<file path="src/rtl/restoring_divider.sv">
// Triple-modular-redundant 16/8 unsigned restoring divider.
// Three independent lanes compute the same division; q, rem, busy, done and
// err are the bitwise 2-of-3 majority of the lane outputs, and mism flags any
// lane disagreement on those bits.
// Ports:
//   clk, rst       - clock, asynchronous active-high reset
//   start, r, b    - division request, 16-bit dividend, 8-bit divisor
//   q, rem, err    - voted quotient, remainder, error flag (held between results)
//   busy, done     - voted busy level and one-cycle result-valid pulse
//   mism           - combinational lane-disagreement flag

// Single divider lane: IDLE/RUN/DONE FSM, 3-bit counter, 9-bit partial remainder.
module restoring_divider_lane (
  input  logic        clk,
  input  logic        rst,
  input  logic        start,
  input  logic [15:0] r,
  input  logic [7:0]  b,
  output logic [7:0]  q,
  output logic [7:0]  rem,
  output logic        busy,
  output logic        done,
  output logic        err
);

  localparam int unsigned DW = 8;
  localparam int unsigned PW = DW + 1;
  localparam int unsigned CW = 3;

  typedef enum logic [1:0] {
    S_IDLE = 2'd0,
    S_RUN  = 2'd1,
    S_DONE = 2'd2
  } state_t;

  state_t          state, state_nxt;
  logic [CW-1:0]   cnt, cnt_nxt;
  logic [PW-1:0]   prem, prem_nxt;
  logic [DW-1:0]   dvd, dvd_nxt;
  logic [DW-1:0]   dvs, dvs_nxt;
  logic [DW-1:0]   qw, qw_nxt;
  logic [DW-1:0]   q_r, q_nxt;
  logic [DW-1:0]   rem_r, rem_nxt;
  logic            err_r, err_nxt;
  logic            done_r, done_nxt;
  logic            busy_r, busy_nxt;
  logic            start_err;
  logic [PW:0]     shifted;
  logic [PW:0]     diff;

  // State and datapath registers
  always_ff @(posedge clk or posedge rst) begin
    if (rst) begin
      state  <= S_IDLE;
      cnt    <= '0;
      prem   <= '0;
      dvd    <= '0;
      dvs    <= '0;
      qw     <= '0;
      q_r    <= '0;
      rem_r  <= '0;
      err_r  <= 1'b0;
      done_r <= 1'b0;
      busy_r <= 1'b0;
    end else begin
      state  <= state_nxt;
      cnt    <= cnt_nxt;
      prem   <= prem_nxt;
      dvd    <= dvd_nxt;
      dvs    <= dvs_nxt;
      qw     <= qw_nxt;
      q_r    <= q_nxt;
      rem_r  <= rem_nxt;
      err_r  <= err_nxt;
      done_r <= done_nxt;
      busy_r <= busy_nxt;
    end
  end

  // Next-state and datapath logic
  always_comb begin
    state_nxt = state;
    cnt_nxt   = cnt;
    prem_nxt  = prem;
    dvd_nxt   = dvd;
    dvs_nxt   = dvs;
    qw_nxt    = qw;
    q_nxt     = q_r;
    rem_nxt   = rem_r;
    err_nxt   = err_r;
    done_nxt  = 1'b0;

    // Quotient would not fit in 8 bits when the upper dividend byte >= divisor
    start_err = (b == '0) || (r[15:8] >= b);
    // Trial subtraction; bit PW of diff is the borrow (negative result)
    shifted   = {prem, dvd[DW-1]};
    diff      = shifted - (PW+1)'(dvs);

    case (state)
      S_IDLE: begin
        if (start) begin
          if (start_err) begin
            state_nxt = S_DONE;
            q_nxt     = 8'hFF;
            rem_nxt   = 8'h00;
            err_nxt   = 1'b1;
            done_nxt  = 1'b1;
          end else begin
            state_nxt = S_RUN;
            cnt_nxt   = CW'(DW - 1);
            prem_nxt  = {1'b0, r[15:8]};
            dvd_nxt   = r[7:0];
            dvs_nxt   = b;
            qw_nxt    = '0;
          end
        end
      end
      S_RUN: begin
        dvd_nxt = {dvd[DW-2:0], 1'b0};
        if (!diff[PW]) begin
          prem_nxt = diff[PW-1:0];
          qw_nxt   = {qw[DW-2:0], 1'b1};
        end else begin
          prem_nxt = shifted[PW-1:0];
          qw_nxt   = {qw[DW-2:0], 1'b0};
        end
        cnt_nxt = cnt - CW'(1);
        if (cnt == '0) begin
          state_nxt = S_DONE;
          q_nxt     = qw_nxt;
          rem_nxt   = prem_nxt[DW-1:0];
          err_nxt   = 1'b0;
          done_nxt  = 1'b1;
        end
      end
      S_DONE: begin
        state_nxt = S_IDLE;
      end
      default: begin
        state_nxt = S_IDLE;
      end
    endcase

    busy_nxt = (state_nxt != S_IDLE);
  end

  assign q    = q_r;
  assign rem  = rem_r;
  assign err  = err_r;
  assign done = done_r;
  assign busy = busy_r;

endmodule

// Top level: three lanes plus majority voter and mismatch detector.
module restoring_divider (
  input  logic        clk,
  input  logic        rst,
  input  logic        start,
  input  logic [15:0] r,
  input  logic [7:0]  b,
  output logic [7:0]  q,
  output logic [7:0]  rem,
  output logic        busy,
  output logic        done,
  output logic        err,
  output logic        mism
);

  localparam int unsigned VW = 19;

  logic [7:0] q0, q1, q2;
  logic [7:0] rem0, rem1, rem2;
  logic       busy0, busy1, busy2;
  logic       done0, done1, done2;
  logic       err0, err1, err2;
  logic [VW-1:0] v0, v1, v2, voted;

  (* keep = "true", dont_touch = "true" *)
  restoring_divider_lane u_lane0 (
    .clk(clk), .rst(rst), .start(start), .r(r), .b(b),
    .q(q0), .rem(rem0), .busy(busy0), .done(done0), .err(err0)
  );

  (* keep = "true", dont_touch = "true" *)
  restoring_divider_lane u_lane1 (
    .clk(clk), .rst(rst), .start(start), .r(r), .b(b),
    .q(q1), .rem(rem1), .busy(busy1), .done(done1), .err(err1)
  );

  (* keep = "true", dont_touch = "true" *)
  restoring_divider_lane u_lane2 (
    .clk(clk), .rst(rst), .start(start), .r(r), .b(b),
    .q(q2), .rem(rem2), .busy(busy2), .done(done2), .err(err2)
  );

  // Bitwise 2-of-3 vote over all lane outputs packed side by side
  assign v0    = {q0, rem0, busy0, done0, err0};
  assign v1    = {q1, rem1, busy1, done1, err1};
  assign v2    = {q2, rem2, busy2, done2, err2};
  assign voted = (v0 & v1) | (v0 & v2) | (v1 & v2);

  assign {q, rem, busy, done, err} = voted;
  assign mism = |((v0 ^ v1) | (v0 ^ v2));

endmodule

</file>
<file path="config.mk">
export PLATFORM = sky130hd
export DESIGN_NAME = restoring_divider
export DESIGN_NICKNAME = d
export VERILOG_FILES = /design/src/rtl/restoring_divider.sv
export SDC_FILE = /design/constraint.sdc
export NUM_CORES = 1
export LEC_CHECK = 0
export BUFFER_PORTS_ARGS = -buffer_cell sky130_fd_sc_hd__buf_2
export CAP_MARGIN = 20
export CELL_PAD_IN_SITES_DETAIL_PLACEMENT = 1
export CELL_PAD_IN_SITES_GLOBAL_PLACEMENT = 1
export CORE_ASPECT_RATIO = 1.4
export CORE_MARGIN = 1
export CORE_UTILIZATION = 45
export DETAILED_ROUTE_END_ITERATION = 8
export PLACE_DENSITY_LB_ADDON = 0.25
export SLEW_MARGIN = 30
export SYNTH_ARGS = -nofsm -noshare
export SYNTH_HDL_FRONTEND = slang
export SYNTH_SLANG_ARGS = --single-unit
</file>
<file path="constraint.sdc">
create_clock -name clk -period 5.71 [get_ports clk]
set_input_delay 0.8565 -clock clk [delete_from_list [all_inputs] [get_ports clk]]
set_output_delay 0.8565 -clock clk [all_outputs]
set_load 0.1 [all_outputs]
</file>
==> run summary <==
The flow ran to the end, but the final reports show violations. The checks that failed: DRC. Fraction of the yosys area taken by sequential cells: 0.440. Entering global routing, the biggest net connects 66 pins. In this run the deepest clock path goes through 2 buffers. The proportion of register bits with asynchronous set or reset after synthesis was 1.00; the number of antenna violations at the first check in global routing was 0. The floorplan die height is 175 um.

After clock tree synthesis, the clock-pin slew on the worst setup and hold paths is 0.07 ns. After synthesis, the mean cell area works out to 10.3 um2. During I/O placement, the number of pins put on the boundary was 47.

In this design, the largest share of critical-path delay is due to compound AO/OA/AOI/OAI gates. On the worst path, the slowest cell contributes a delay of 0.52 ns. Data on the critical path is required at its endpoint by 6.04 ns. Summed over all nets, the half-perimeter wirelength after detailed placement is 20500 um. Synthesis produced a netlist with a net count of 1034.

The max-slew violation count is 0. The run gives 0.516 as the utilization of the core after routing. 0 antenna diodes ended up in the layout. The arrival time at the worst endpoint was 3.76 ns; the effective utilization at floorplan was 0.462. STA classifies the critical path startpoint as a primary input. The worst hold path begins at u_lane2.state[1]. For this run, design rule violations remaining after detail routing come to 2. Buffers inserted to repair hold after CTS numbered 0. TritonCTS built the clock tree. Transition time at the pin with the least slew margin: 0.913 ns.

Number of filler instances in the final layout: 2295. The number of synthesized register bits came out at 168. The layout-stage area growth over the synthesis result is 11.7%, and the maximum level of the CTS H-tree is 4. Counting both buffers and inverters, the worst setup path holds a total of 3. The tools report the number of maximum-capacitance constraint violations as 0.

The total of endpoints with negative setup slack in the final report was 0. The Yosys step of the flow raised 0 warnings. The post-route minimum period works out to 3.43 ns. Setup repair after global routing left no endpoint under its margin. The synthesized design contains 0 enable-type register cells. In this run the clock root is driven by a sky130_fd_sc_hd__clkbuf_16.

The critical path starts at r[8]. The path class of the tightest hold or removal check is flop to flop. The cell with the biggest individual delay on the critical path was sky130_fd_sc_hd__o21a_1.

The final layout contains routed wiring with a total length of 28000 um. The total overflow left after global routing is 0. Sorting the synthesized cells by area gives the leading types as sky130_fd_sc_hd__dfrtp_1, sky130_fd_sc_hd__ha_1, sky130_fd_sc_hd__mux2i_1.

The count of cell types in the netlist was 67; the gate count of the mapped netlist was 928. The tools report the total core area as 0.0207 mm2. The number of buffers created by CTS came out at 17. During placement, the flow inserted port buffers numbering 46. In the synthesized netlist the dominant register cell turns out to be sky130_fd_sc_hd__dfrtp_1. Summing over every cut layer, the via total after detailed routing is 7602.

The cell area after synthesis is 0.00957 mm2. First-pass GRT wire length: 45500 um. The area share of the largest cell type after synthesis was 0.440. The number of nets with antenna violations after routing is 0, and the post-cts resize count is 0. Dividing the detail-routed via count by the number of cells gives 6.16. The tools report the critical path endpoint category as a flop. After synthesis, the most frequently instantiated cells are sky130_fd_sc_hd__dfrtp_1, sky130_fd_sc_hd__inv_1, sky130_fd_sc_hd__ha_1. The clock insertion delay at the later pin of the skew report is 0.44 ns, and the fmax is 292 MHz.

For the number of rows in the core area, the log shows 62. The logs give 0.00927 ns for the clock skew and 8101 for the number of global-route vias before repair. The first TritonRoute pass finished after 8 iterations. The chip width came out at 125 um. The die covers 0.0219 mm2. The per-cell routed wire length came out at 22.7 um. The worst setup path is of the primary input to flop kind. The clock net in this run drives a total of 168 sinks. The total global-route track usage is 0.274. The run gives 1071 as the number of nets in the layout.

The run gives 0 ns as the accumulated negative setup slack. The worst slew margin relative to its limit came out at 0.391. The critical register-to-register path startpoint was u_lane2.prem[5]. The synthesized design spends more area on one cell type than any other, namely sky130_fd_sc_hd__dfrtp_1.

The congestion estimate from routability-driven global placement came to 0.847. Traced cell by cell, the critical path runs through buf_2 -> inv_1 -> ha_1 -> nand2b_1 -> a21o_1 -> a211o_1 -> a21oi_2 -> o21a_1 -> clkinv_1 -> mux2_2. The fraction of layout cells with a size suffix above 1 was 0.134; the count of buffers added by post-CTS timing repair for setup was 0.

The detailed router finished its first iteration with 422 violations. The maximum fanout encountered on the critical timing path is 13. By instance count, the leading cell after synthesis is sky130_fd_sc_hd__dfrtp_1. Share of the cycle needed by the critical path after routing: 0.600.

The tools report the number of hold-slack violations in the final timing report as 0.
==> per-layer routing <==
layer	track usage	wire (um)
met2	0.470	14100
met1	0.337	12100
met3	0.0434	783
met4	0.123	1010
met5	0	0
==> area by class of cell <==
class	count	area [um2]	share of cell area
timing repair buffer	59	328	0.0307
clock inverter	15	208	0.0194
sequential	168	4200	0.394
tap	256	320	0.0300
inverter	82	313	0.0293
clock buffer	17	425	0.0398
multi-input combinational	637	4880	0.457
==> worst register-to-register path: cells and delay by family, from the launching register on <==
kind / cells / cell delay (ns)
compound gates: 3 / 1.18
flops: 1 / 0.44
fa+ha+maj: 1 / 0.38
simple gates: 2 / 0.69
mux: 1 / 0.38
==> worst paths after layout <==
path	cells past startpoint	end	slack (ns)
hold / removal	1	u_lane2.busy	0.46
setup reg to reg	7	u_lane2.prem[2]	2.54
setup / recovery	10	u_lane0.rem[7]	2.28
hold reg to reg	1	u_lane2.busy	0.46
min in group asynchronous	2	u_lane2.dvs[7]	0.47
max in group asynchronous	3	u_lane0.qw[6]	3.97
==> kinds of logic (layout without fill, tap and decap cells) <==
family                     after synthesis  after routing  synth area share
AOI/OAI and AO/OA                      279            279             0.215
and+or+nand+nor                        203            203             0.108
DFF                                    168            168             0.440
buffers and inverters                  123            173            0.0510
adders and majority gates               79             79             0.106
muxes                                   67             67            0.0726
xor gates and xnor gates                 9              9           0.00824
==> sequential cells by signal (all words and copies together), names as in the netlist, 8 cells and up <==
signal and flops:
u_lane0.rem 8, u_lane1.prem 9, u_lane1.q 8, u_lane0.dvs 8
u_lane2.prem 9, u_lane0.prem 9, u_lane2.dvs 8, u_lane2.dvd 8
u_lane0.q 8, u_lane1.dvs 8, u_lane1.rem 8, u_lane0.dvd 8
u_lane1.dvd 8, u_lane2.q 8, u_lane2.rem 8
==> metrics by stage <==
stage | hold WS (ns) | std cells | instance area [um2] | setup WS, ns
after floorplan | 0.422 | 928 | 9570 | 0.307
after global placement | 0.442 | 1202 | 10000 | 1.97
after detailed placement | 0.451 | 1202 | 10000 | 1.88
after CTS | 0.463 | 1234 | 10700 | 2.22
after global routing | 0.485 | 1234 | 10700 | 2.13
final | 0.462 | 1234 | 10700 | 2.28
==> layout by cell type, fill, tap and decap left out, types with 5 or more instances in the layout <==
cell and instances:
sky130_fd_sc_hd__nor2_1 25, sky130_fd_sc_hd__clkbuf_16 17, sky130_fd_sc_hd__a21oi_1 29, sky130_fd_sc_hd__a22o_1 25, sky130_fd_sc_hd__a211o_1 30, sky130_fd_sc_hd__nand3_1 36, sky130_fd_sc_hd__inv_1 76, sky130_fd_sc_hd__o2111ai_1 5
sky130_fd_sc_hd__o211ai_1 15, sky130_fd_sc_hd__ha_1 76, sky130_fd_sc_hd__mux2_2 19, sky130_fd_sc_hd__nor4_1 25, sky130_fd_sc_hd__buf_4 13, sky130_fd_sc_hd__a211oi_1 15, sky130_fd_sc_hd__nand4_1 6, sky130_fd_sc_hd__o31ai_1 9
sky130_fd_sc_hd__dfrtp_1 168, sky130_fd_sc_hd__a221o_1 17, sky130_fd_sc_hd__xnor2_1 5, sky130_fd_sc_hd__and2_1 11, sky130_fd_sc_hd__buf_2 46, sky130_fd_sc_hd__o21ai_0 66, sky130_fd_sc_hd__nand2_1 58, sky130_fd_sc_hd__mux2i_1 48
sky130_fd_sc_hd__inv_8 5, sky130_fd_sc_hd__nor2b_1 9, sky130_fd_sc_hd__a21o_1 12, sky130_fd_sc_hd__o21a_1 9
Power is left out: the tool's default activity adds up to more than one toggle a clock period on the data nets, which glitch-free logic cannot reach.
